### src/rtl/char_plane_writer_if.sv
// Text-source / plane-write bundle for char_plane_writer.
// The slave side is the controller; the master side is the text source and plane observer.
interface char_plane_writer_if #(
  parameter int unsigned ROW_BIT_LEN    = 4,
  parameter int unsigned COL_BIT_LEN    = 6,
  parameter int unsigned CHAR_ID_LENGTH = 8
);
  logic                      in_valid;
  logic                      in_ready;
  logic [CHAR_ID_LENGTH-1:0] in_char;
  logic                      clear_req;
  logic                      busy;
  logic [ROW_BIT_LEN-1:0]    cursor_row;
  logic [COL_BIT_LEN-1:0]    cursor_col;
  logic                      wr_en;
  logic [ROW_BIT_LEN-1:0]    wr_row;
  logic [COL_BIT_LEN-1:0]    wr_col;
  logic [CHAR_ID_LENGTH-1:0] wr_data;

  modport master (
    output in_valid, in_char, clear_req,
    input  in_ready, busy, cursor_row, cursor_col, wr_en, wr_row, wr_col, wr_data
  );

  modport slave (
    input  in_valid, in_char, clear_req,
    output in_ready, busy, cursor_row, cursor_col, wr_en, wr_row, wr_col, wr_data
  );
endinterface

### src/rtl/char_plane_writer.sv
// Terminal-style cursor/write controller for the character plane: accepts character IDs,
// handles CR/LF/BS/FF, and sweeps line and whole-screen clears one cell per cycle.
module char_plane_writer #(
  parameter int unsigned ROW_NUMBER     = 15,
  parameter int unsigned COL_NUMBER     = 40,
  parameter int unsigned ROW_BIT_LEN    = 4,
  parameter int unsigned COL_BIT_LEN    = 6,
  parameter int unsigned CHAR_ID_LENGTH = 8,
  parameter logic [CHAR_ID_LENGTH-1:0] BLANK_ID = 8'h00,
  parameter bit          CLEAR_ON_RESET = 1'b1
) (
  input  logic               clock,
  input  logic               reset_n,
  char_plane_writer_if.slave bus
);

  localparam logic [ROW_BIT_LEN-1:0]    ROW_LAST = ROW_BIT_LEN'(ROW_NUMBER - 1);
  localparam logic [COL_BIT_LEN-1:0]    COL_LAST = COL_BIT_LEN'(COL_NUMBER - 1);
  localparam logic [CHAR_ID_LENGTH-1:0] CODE_BS  = CHAR_ID_LENGTH'(8'h08);
  localparam logic [CHAR_ID_LENGTH-1:0] CODE_LF  = CHAR_ID_LENGTH'(8'h0A);
  localparam logic [CHAR_ID_LENGTH-1:0] CODE_FF  = CHAR_ID_LENGTH'(8'h0C);
  localparam logic [CHAR_ID_LENGTH-1:0] CODE_CR  = CHAR_ID_LENGTH'(8'h0D);

  typedef enum logic [1:0] {
    ST_IDLE       = 2'd0,
    ST_CLEAR_LINE = 2'd1,
    ST_CLEAR_ALL  = 2'd2
  } state_e;

  state_e                    state_q, state_d;
  logic [ROW_BIT_LEN-1:0]    cur_row_q, cur_row_d;
  logic [COL_BIT_LEN-1:0]    cur_col_q, cur_col_d;
  logic [ROW_BIT_LEN-1:0]    sw_row_q, sw_row_d;
  logic [COL_BIT_LEN-1:0]    sw_col_q, sw_col_d;
  logic                      wr_en_q, wr_en_d;
  logic [ROW_BIT_LEN-1:0]    wr_row_q, wr_row_d;
  logic [COL_BIT_LEN-1:0]    wr_col_q, wr_col_d;
  logic [CHAR_ID_LENGTH-1:0] wr_data_q, wr_data_d;
  logic                      busy_q, busy_d;

  logic                      ready_c;
  logic                      handshake_c;
  logic                      start_all_c;
  logic [ROW_BIT_LEN-1:0]    row_next_c;

  // Ready depends on the live clear request so a simultaneous char is never taken.
  assign ready_c     = (state_q == ST_IDLE) && !bus.clear_req;
  assign handshake_c = bus.in_valid && ready_c;
  assign start_all_c = bus.clear_req || (handshake_c && (bus.in_char == CODE_FF));
  assign row_next_c  = (cur_row_q == ROW_LAST) ? '0 : cur_row_q + ROW_BIT_LEN'(1);

  always_comb begin
    state_d   = state_q;
    cur_row_d = cur_row_q;
    cur_col_d = cur_col_q;
    sw_row_d  = sw_row_q;
    sw_col_d  = sw_col_q;
    wr_en_d   = 1'b0;
    wr_row_d  = wr_row_q;
    wr_col_d  = wr_col_q;
    wr_data_d = wr_data_q;
    // busy trails the state by one cycle so it frames the clear writes exactly
    busy_d    = (state_q != ST_IDLE);

    if (start_all_c) begin
      state_d   = ST_CLEAR_ALL;
      cur_row_d = '0;
      cur_col_d = '0;
      sw_row_d  = '0;
      sw_col_d  = '0;
    end else begin
      unique case (state_q)
        ST_IDLE: begin
          if (handshake_c) begin
            if (bus.in_char == CODE_CR) begin
              cur_col_d = '0;
            end else if (bus.in_char == CODE_LF) begin
              cur_col_d = '0;
              cur_row_d = row_next_c;
              sw_col_d  = '0;
              state_d   = ST_CLEAR_LINE;
            end else if (bus.in_char == CODE_BS) begin
              if (cur_col_q != '0) begin
                cur_col_d = cur_col_q - COL_BIT_LEN'(1);
                wr_en_d   = 1'b1;
                wr_row_d  = cur_row_q;
                wr_col_d  = cur_col_q - COL_BIT_LEN'(1);
                wr_data_d = BLANK_ID;
              end else if (cur_row_q != '0) begin
                cur_row_d = cur_row_q - ROW_BIT_LEN'(1);
                cur_col_d = COL_LAST;
                wr_en_d   = 1'b1;
                wr_row_d  = cur_row_q - ROW_BIT_LEN'(1);
                wr_col_d  = COL_LAST;
                wr_data_d = BLANK_ID;
              end
            end else begin
              wr_en_d   = 1'b1;
              wr_row_d  = cur_row_q;
              wr_col_d  = cur_col_q;
              wr_data_d = bus.in_char;
              if (cur_col_q == COL_LAST) begin
                cur_col_d = '0;
                cur_row_d = row_next_c;
                sw_col_d  = '0;
                state_d   = ST_CLEAR_LINE;
              end else begin
                cur_col_d = cur_col_q + COL_BIT_LEN'(1);
              end
            end
          end
        end

        ST_CLEAR_LINE: begin
          wr_en_d   = 1'b1;
          wr_row_d  = cur_row_q;
          wr_col_d  = sw_col_q;
          wr_data_d = BLANK_ID;
          if (sw_col_q == COL_LAST) begin
            sw_col_d = '0;
            state_d  = ST_IDLE;
          end else begin
            sw_col_d = sw_col_q + COL_BIT_LEN'(1);
          end
        end

        ST_CLEAR_ALL: begin
          wr_en_d   = 1'b1;
          wr_row_d  = sw_row_q;
          wr_col_d  = sw_col_q;
          wr_data_d = BLANK_ID;
          // row/col counters walk the screen in row-major order without a multiply
          if (sw_col_q == COL_LAST) begin
            sw_col_d = '0;
            if (sw_row_q == ROW_LAST) begin
              sw_row_d = '0;
              state_d  = ST_IDLE;
            end else begin
              sw_row_d = sw_row_q + ROW_BIT_LEN'(1);
            end
          end else begin
            sw_col_d = sw_col_q + COL_BIT_LEN'(1);
          end
        end

        default: state_d = ST_IDLE;
      endcase
    end
  end

  always_ff @(posedge clock or negedge reset_n) begin
    if (!reset_n) begin
      state_q   <= CLEAR_ON_RESET ? ST_CLEAR_ALL : ST_IDLE;
      cur_row_q <= '0;
      cur_col_q <= '0;
      sw_row_q  <= '0;
      sw_col_q  <= '0;
      wr_en_q   <= 1'b0;
      wr_row_q  <= '0;
      wr_col_q  <= '0;
      wr_data_q <= '0;
      busy_q    <= 1'b0;
    end else begin
      state_q   <= state_d;
      cur_row_q <= cur_row_d;
      cur_col_q <= cur_col_d;
      sw_row_q  <= sw_row_d;
      sw_col_q  <= sw_col_d;
      wr_en_q   <= wr_en_d;
      wr_row_q  <= wr_row_d;
      wr_col_q  <= wr_col_d;
      wr_data_q <= wr_data_d;
      busy_q    <= busy_d;
    end
  end

  assign bus.in_ready   = ready_c;
  assign bus.busy       = busy_q;
  assign bus.cursor_row = cur_row_q;
  assign bus.cursor_col = cur_col_q;
  assign bus.wr_en      = wr_en_q;
  assign bus.wr_row     = wr_row_q;
  assign bus.wr_col     = wr_col_q;
  assign bus.wr_data    = wr_data_q;

endmodule

### src/flat_wrapper.sv
// flat-port wrapper written by rule: the top's interface ports become plain ports
module char_plane_writer_flat 
#(
  parameter int unsigned ROW_NUMBER     = 15,
  parameter int unsigned COL_NUMBER     = 40,
  parameter int unsigned ROW_BIT_LEN    = 4,
  parameter int unsigned COL_BIT_LEN    = 6,
  parameter int unsigned CHAR_ID_LENGTH = 8,
  parameter logic [CHAR_ID_LENGTH-1:0] BLANK_ID = 8'h00,
  parameter bit          CLEAR_ON_RESET = 1'b1
)
  (clock, reset_n, bus_in_valid, bus_in_char, bus_clear_req, bus_in_ready, bus_busy, bus_cursor_row, bus_cursor_col, bus_wr_en, bus_wr_row, bus_wr_col, bus_wr_data);
  char_plane_writer_if #(.ROW_BIT_LEN(ROW_BIT_LEN), .COL_BIT_LEN(COL_BIT_LEN), .CHAR_ID_LENGTH(CHAR_ID_LENGTH)) bus_i ();
  input  logic clock;
  input  logic reset_n;
  input wire logic [$bits(bus_i.in_valid)-1:0] bus_in_valid;
  input wire logic [$bits(bus_i.in_char)-1:0] bus_in_char;
  input wire logic [$bits(bus_i.clear_req)-1:0] bus_clear_req;
  output wire logic [$bits(bus_i.in_ready)-1:0] bus_in_ready;
  output wire logic [$bits(bus_i.busy)-1:0] bus_busy;
  output wire logic [$bits(bus_i.cursor_row)-1:0] bus_cursor_row;
  output wire logic [$bits(bus_i.cursor_col)-1:0] bus_cursor_col;
  output wire logic [$bits(bus_i.wr_en)-1:0] bus_wr_en;
  output wire logic [$bits(bus_i.wr_row)-1:0] bus_wr_row;
  output wire logic [$bits(bus_i.wr_col)-1:0] bus_wr_col;
  output wire logic [$bits(bus_i.wr_data)-1:0] bus_wr_data;
  assign bus_i.in_valid = bus_in_valid;
  assign bus_i.in_char = bus_in_char;
  assign bus_i.clear_req = bus_clear_req;
  assign bus_in_ready = bus_i.in_ready;
  assign bus_busy = bus_i.busy;
  assign bus_cursor_row = bus_i.cursor_row;
  assign bus_cursor_col = bus_i.cursor_col;
  assign bus_wr_en = bus_i.wr_en;
  assign bus_wr_row = bus_i.wr_row;
  assign bus_wr_col = bus_i.wr_col;
  assign bus_wr_data = bus_i.wr_data;
  char_plane_writer #(.ROW_NUMBER(ROW_NUMBER), .COL_NUMBER(COL_NUMBER), .ROW_BIT_LEN(ROW_BIT_LEN), .COL_BIT_LEN(COL_BIT_LEN), .CHAR_ID_LENGTH(CHAR_ID_LENGTH), .BLANK_ID(BLANK_ID), .CLEAR_ON_RESET(CLEAR_ON_RESET)) u_core (.clock(clock), .reset_n(reset_n), .bus(bus_i));
endmodule
### config.mk
export PLATFORM = sky130hd
export DESIGN_NAME = char_plane_writer_flat
export DESIGN_NICKNAME = d
export VERILOG_FILES = /design/src/rtl/char_plane_writer_if.sv /design/src/rtl/char_plane_writer.sv /design/src/flat_wrapper.sv
export SDC_FILE = /design/constraint.sdc
export NUM_CORES = 1
export LEC_CHECK = 0
export ABC_AREA = 1
export CORE_MARGIN = 2
export CORE_UTILIZATION = 50
export DETAILED_ROUTE_END_ITERATION = 16
export GPL_ROUTABILITY_DRIVEN = 0
export PLACE_DENSITY = 0.74
export SYNTH_ARGS = -nofsm -noshare
export SYNTH_HDL_FRONTEND = slang
export SYNTH_SLANG_ARGS = --single-unit
### constraint.sdc
create_clock -name clock -period 2.3 [get_ports clock]
set_input_delay 0.345 -clock clock [delete_from_list [all_inputs] [get_ports clock]]
set_output_delay 0.345 -clock clock [all_outputs]
set_load 0.1 [all_outputs]
; ---- Yosys cells after proc, flatten, opt, wreduce, memory -nomap -nowiden
; Cells that the tools add are included.
; Widths: inputs -> output; s select.
[classes]
add_sub_neg = 6
n_eq_ne = 25
muxes = 67
bitwise_logic = 1
reduce_logical = 25
[ops]
columns = operator, count
row1 = $mux 6, 20
row2 = $mux 4, 19
row3 = $mux 8, 6
row4 = $eq 8x4->1 const B, 4
row5 = $pmux 6 s2, 2
row6 = $mux 2, 9
row7 = $reduce_and 6->1, 3
row8 = $pmux 8 s2, 1
row9 = $add 6x1->6 const B, 2
row10 = $eq 6x6->1 const B, 2
row11 = $ne 3x1->1 const B, 4
row12 = $pmux 4 s3, 1
row13 = $reduce_bool 2->1, 6
row14 = $add 4x1->4 const B, 2
row15 = $eq 4x4->1 const B, 2
row16 = $ne 4x2->1 const B, 2
row17 = $ne 4x3->1 const B, 2
row18 = $reduce_bool 4->1, 2
row19 = $mux 1, 7
row20 = $reduce_and 7->1, 1
row21 = $ne 6x3->1 const B, 1
row22 = $pmux 2 s3, 1
row23 = $reduce_bool 3->1, 2
row24 = $reduce_bool 6->1, 1
row25 = other kinds (18), 22
[totals]
register_bits = 42
inputBits = 12
out_inout_bits = 31
word_cells = 134

; ---- Longest topological paths before layout
[logic_depth]
word_depth = 9
depth_mapped = 12
depth_no_buf = 12

; ---- Least setup slack after synthesis
; Ideal clock, no wire load.
[synth_path]
path_type = reg-to-reg
start = reg u_core.cur_row_q[0], in the netlist u_core.bus.cursor_row[0]
end = reg u_core.wr_data_q[2], in the netlist u_core.bus.wr_data[2]
setup_ps = 121
arrival_ps = 2403
t_required_ps = 2179
slack_ps = -224
stages_incl_launch_ff = 11
path_buffers = 1
synth_period_minus_slack_ps = 2524
path_cell_list = dfrtp_1 inv_1 ha_1 nor3b_2 nand2_1 nor2_1 nor2_1 nand2_4 buf_6 nand2_2 o21ai_2
[synth_via]
elab_chain_len = 3
[synth_lines]
columns = item, line_no
row1 = start: declaration, char_plane_writer.sv:31  ; logic [ROW_BIT_LEN-1:0] cur_row_q, cur_row_d;
row2 = start signal: assignment, char_plane_writer.sv:165  ; cur_row_q <= cur_row_d;
row3 = $reduce_bool 4->1, char_plane_writer.sv:89  ; end else if (cur_row_q != '0) begin
row4 = $ne 4x4->1 (no source line), -
row5 = $reduce_and 6->1 (no source line), -
row6 = end signal: assignment, char_plane_writer.sv:172  ; wr_data_q <= wr_data_d;
row7 = end: declaration, char_plane_writer.sv:38  ; logic [CHAR_ID_LENGTH-1:0] wr_data_q, wr_data_d;
; Every way passes these cells.
; A chain may end at the register's enable or synchronous reset.

; ---- Final worst setup path
[layout_path]
start = reg u_core.state_q[1]
end = reg u_core.wr_col_q[1], in the netlist u_core.bus.wr_col[1]
[layout_via]
elab_chain_len = 7
elab_cells_between_ends = 16
classes_between = eq/ne (6) / mux (1) / bitwise (1) / reduce/logical (8)
[layout_lines]
columns = item, line_no
row1 = start: declaration, char_plane_writer.sv:30  ; state_e state_q, state_d;
row2 = start signal: assignment, char_plane_writer.sv:153  ; state_q <= CLEAR_ON_RESET ? ST_CLEAR_ALL : ST_IDLE;
row3 = start signal: assignment, char_plane_writer.sv:164  ; state_q <= state_d;
row4 = $logic_not 2->1, "char_plane_writer.sv:47, char_plane_writer.sv:72"
row5 = $logic_and 1x1->1, char_plane_writer.sv:47  ; assign ready_c = (state_q == ST_IDLE) && !bus.clear_req;
row6 = $logic_and 1x1->1, char_plane_writer.sv:48  ; assign handshake_c = bus.in_valid && ready_c;
row7 = $logic_and 1x1->1, char_plane_writer.sv:49  ; assign start_all_c = bus.clear_req || (handshake_c && (bus.in_char == CODE_FF));
row8 = $logic_or 1x1->1, char_plane_writer.sv:49
row9 = $not 1->1 (no source line), -
row10 = $reduce_and 6->1 (no source line), -
row11 = end signal: assignment, char_plane_writer.sv:171  ; wr_col_q <= wr_col_d;
row12 = end: declaration, char_plane_writer.sv:37  ; logic [COL_BIT_LEN-1:0] wr_col_q, wr_col_d;
; Parallel ways exist; a longest one is shown, timed or not.

==> results.yml <==
routing:
  drt_pass1_iterations: 5
  ant_nets: 0
  drc: 0
  drtIter0Drc: 162
  via_count: 3016
  vias_per_cell: 5.182
  post_drt_wl_per_cell_um: 12.93
  drt_wl_total_um: 7526
critical_path:
  crit_chain: "inv_1 > ha_1 > clkinvlp_4 > o211ai_1 > nand2_1 > nand2_1 > nand2_1"
  critPathKind: "reg -> reg"
  path_delay_family: "flip-flops"
  slowest_delay_ns: 0.56
  critPathBufInv: 2
  path_common_cell: "nand2_1"
  critPathArrivalTime_ns: 2.29
  worst-path-max-fanout: 18
  start_kind: "flop"
  cp.required_ns: 2.50
  crit_path_end_kind: "flop"
  crit_cells: 7
  rr_worst_depth: 7
  crit_slowest_cell: "dfstp_2"
layout:
  diodes: 0
  fillCellCount: 596
  fin_nets: 532
  area_delta_synth_final_pct: 18.08
  drive_above_1_share: 0.1677
floorplanning:
  rows: 28
  dieArea_um2: 6760
  die_x_um: 82.22
  die_h_um: 82.22
  start_util: 0.5167
  core_um2: 5921
  pin_count: 43
timing:
  slew_headroom: 0.5680
  fin_hold_ws_ns: 0.05798
  clock.fmax_mhz: 478.9
  slew_viol_final: 0
  setup_viol: 0
  fin_skew_ns: 0.01031
  finalSetupTns_ns: 0
  rsz0062_at_grt: "no"
  min_period_over_period: 0.9079
  tightest_slew_ns: 0.6481
  hold_viol: 0
  fin_crit_ns: 2.088
global_route:
  grt.overflow.total: 0
  grt_use_total: 0.2354
  grt_start_max_net_pins: 29
  antenna_found_initial: 0
  grt_pass1_wl_um: 12430
  grt_pass1_vias: 2803
job:
  drv_cap: 0
cts:
  clock_latency_ns: 0.30
  cts.path.max_buffers: 2
  clock_sinks: 42
  cts.root.buffer_cell: "clkbuf_8"
  cts-buffers-inserted: 5
  cts_tree: "done"
  clk_pin_slew_ns: 0.08
  cts_hold_buf: 0
  cts_htree_levels: 2
synth:
  synth_flop_cell: "dfrtp_1"
  synth_area_um2: 3059
  netlist_instances: 460
  yosysWarnings: 0
  ys_types: 32
  synth_edf_count: 0
  async_flop_share: 1.000
  syn_nets: 486
  synth_top_area_cell: "dfrtp_1"
  synth_top_area_share: 0.3354
  ys_seq_area_frac: 0.3440
  ys_ff_latch: 42
  yosys-top-cells-area: "dfrtp_1 34%, nand2_1 22%, nand3_1 8.0%"
  avgSynthCellArea_um2: 6.650
power_and_ir_drop:
  ir_drop_mv: 0.4320
  p_per_area_nw_per_um2: 669.4
  p_leak_uw: 0.001937
run_status:
  status: "complete, no violations"
place:
  io_buffers: 42
  hpwlAfterDp_um: 5777
worst_hold_path:
  hold_path_class: "in -> async"
## cells by family after synthesis
family	share of synthesized area
simple gates	0.4233
buf+inv	0.07894
flops	0.3440
compound gates	0.08221
fa+ha+maj	0.05726
xor+xnor	0.01432
## state kept, by name (all words and copies together), names as in the netlist
register / flops
u_core.bus.wr_data: 8
u_core.bus.cursor_col: 6
u_core.bus.wr_col: 6
u_core.sw_col_q: 6
u_core.bus.cursor_row: 4
u_core.bus.wr_row: 4
u_core.sw_row_q: 4
u_core.state_q: 2
u_core.bus.busy: 1
u_core.bus.wr_en: 1
## metrics by stage
stage	power, µW	std cells	utilization	area, µm²	worst slack, ns
after global routing	2542	582	0.6101	3612	0.04613
after global placement	1832	574	0.5902	3495	0.1219
after floorplan	1618	460	-	3063	0.02130
after CTS	2429	582	0.6086	3603	0.09101
final	2418	582	0.6101	3612	0.2117
after detailed placement	1843	574	0.5902	3495	0.09705
## synthesized netlist by cell type, types with 2 or more instances
| master | number |
|---|---|
| a21oi_1 | 4 |
| buf_2 | 4 |
| buf_6 | 2 |
| clkbuf_1 | 2 |
| dfrtp_1 | 41 |
| ha_1 | 14 |
| inv_1 | 43 |
| inv_2 | 5 |
| nand2_1 | 181 |
| nand2_2 | 9 |
| nand3_1 | 49 |
| nand4_1 | 7 |
| nor2_1 | 42 |
| nor2_2 | 3 |
| nor2_4 | 4 |
| o211ai_1 | 2 |
| o21ai_0 | 22 |
| o21ai_2 | 9 |
| xnor2_1 | 2 |
| xor2_1 | 3 |
## report_power, final
| part | switching [µW] | internal [µW] | leakage, µW |
|---|---|---|---|
| Clock | 265 | 320 | 0.0000579 |
| Sequential | 72.3 | 802 | 0.000560 |
| Combinational | 727 | 232 | 0.00132 |
| Total | 1060 | 1350 | 0.00194 |
## worst reg2reg max path, cell delays in order, from the launching register on
cell	delay, ns
dfstp_2	0.56
inv_1	0.06
ha_1	0.50
clkinvlp_4	0.41
o211ai_1	0.27
nand2_1	0.08
nand2_1	0.07
nand2_1	0.04
## routing by layer
metal  up-vias  GRT usage  routed length (µm)
met3        11    0.03587                 338
met4         0    0.05500                  90
met1      1384     0.3196                3557
li1       1541          -                   -
met5         -          0                   0
met2        80     0.3944                3540
## final timing paths
kind | start | endpoint | slack [ns]
setup / recovery | u_core.state_q[1] | u_core.bus.wr_col[1] | 0.21
hold / removal | reset_n | u_core.bus.cursor_col[2] | 0.06
setup reg to reg | u_core.state_q[1] | u_core.bus.wr_col[1] | 0.21
hold reg to reg | u_core.bus.wr_row[1] | u_core.bus.wr_row[1] | 0.49
max in group asynchronous | reset_n | u_core.state_q[1] | 1.58
min in group clock | u_core.bus.wr_row[1] | u_core.bus.wr_row[1] | 0.49
## final cells by class
type / count / area [µm²] / area share
Multi-Input combinational cell: 360 / 1770 / 0.4901
Sequential cell: 42 / 1056 / 0.2923
Timing Repair Buffer: 48 / 395.4 / 0.1095
Inverter: 49 / 187.7 / 0.05196
Tap cell: 75 / 93.84 / 0.02598
Clock buffer: 5 / 68.82 / 0.01905
Clock inverter: 3 / 40.04 / 0.01108
## repair_timing
item                                    in CTS  in global routing
endpoints found under the setup margin       0                  4
buffers inserted                             0                  0
gates resized for setup                      0                  2
## cells in the final DEF, fill, tap and decap left out, types with 2 or more instances in the layout
cell / synthesis / layout
buf_4: 1 / 36
o21ai_2: 9 / 9
inv_1: 43 / 43
inv_2: 5 / 5
ha_1: 14 / 14
nor2_2: 3 / 2
clkdlybuf4s50_1: 0 / 10
clkbuf_8: 0 / 5
clkinv_2: 0 / 2
nand2_1: 181 / 181
dfrtp_2: 0 / 3
nand4_1: 7 / 7
o21ai_0: 22 / 22
xor2_1: 3 / 3
a21oi_1: 4 / 4
o211ai_1: 2 / 2
dfrtp_1: 41 / 38
nor2_4: 4 / 5
xnor2_1: 2 / 2
nand2_2: 9 / 9
nor2_1: 42 / 42
nand3_1: 49 / 49
Note: power is estimated with default switching activity, not from simulation.
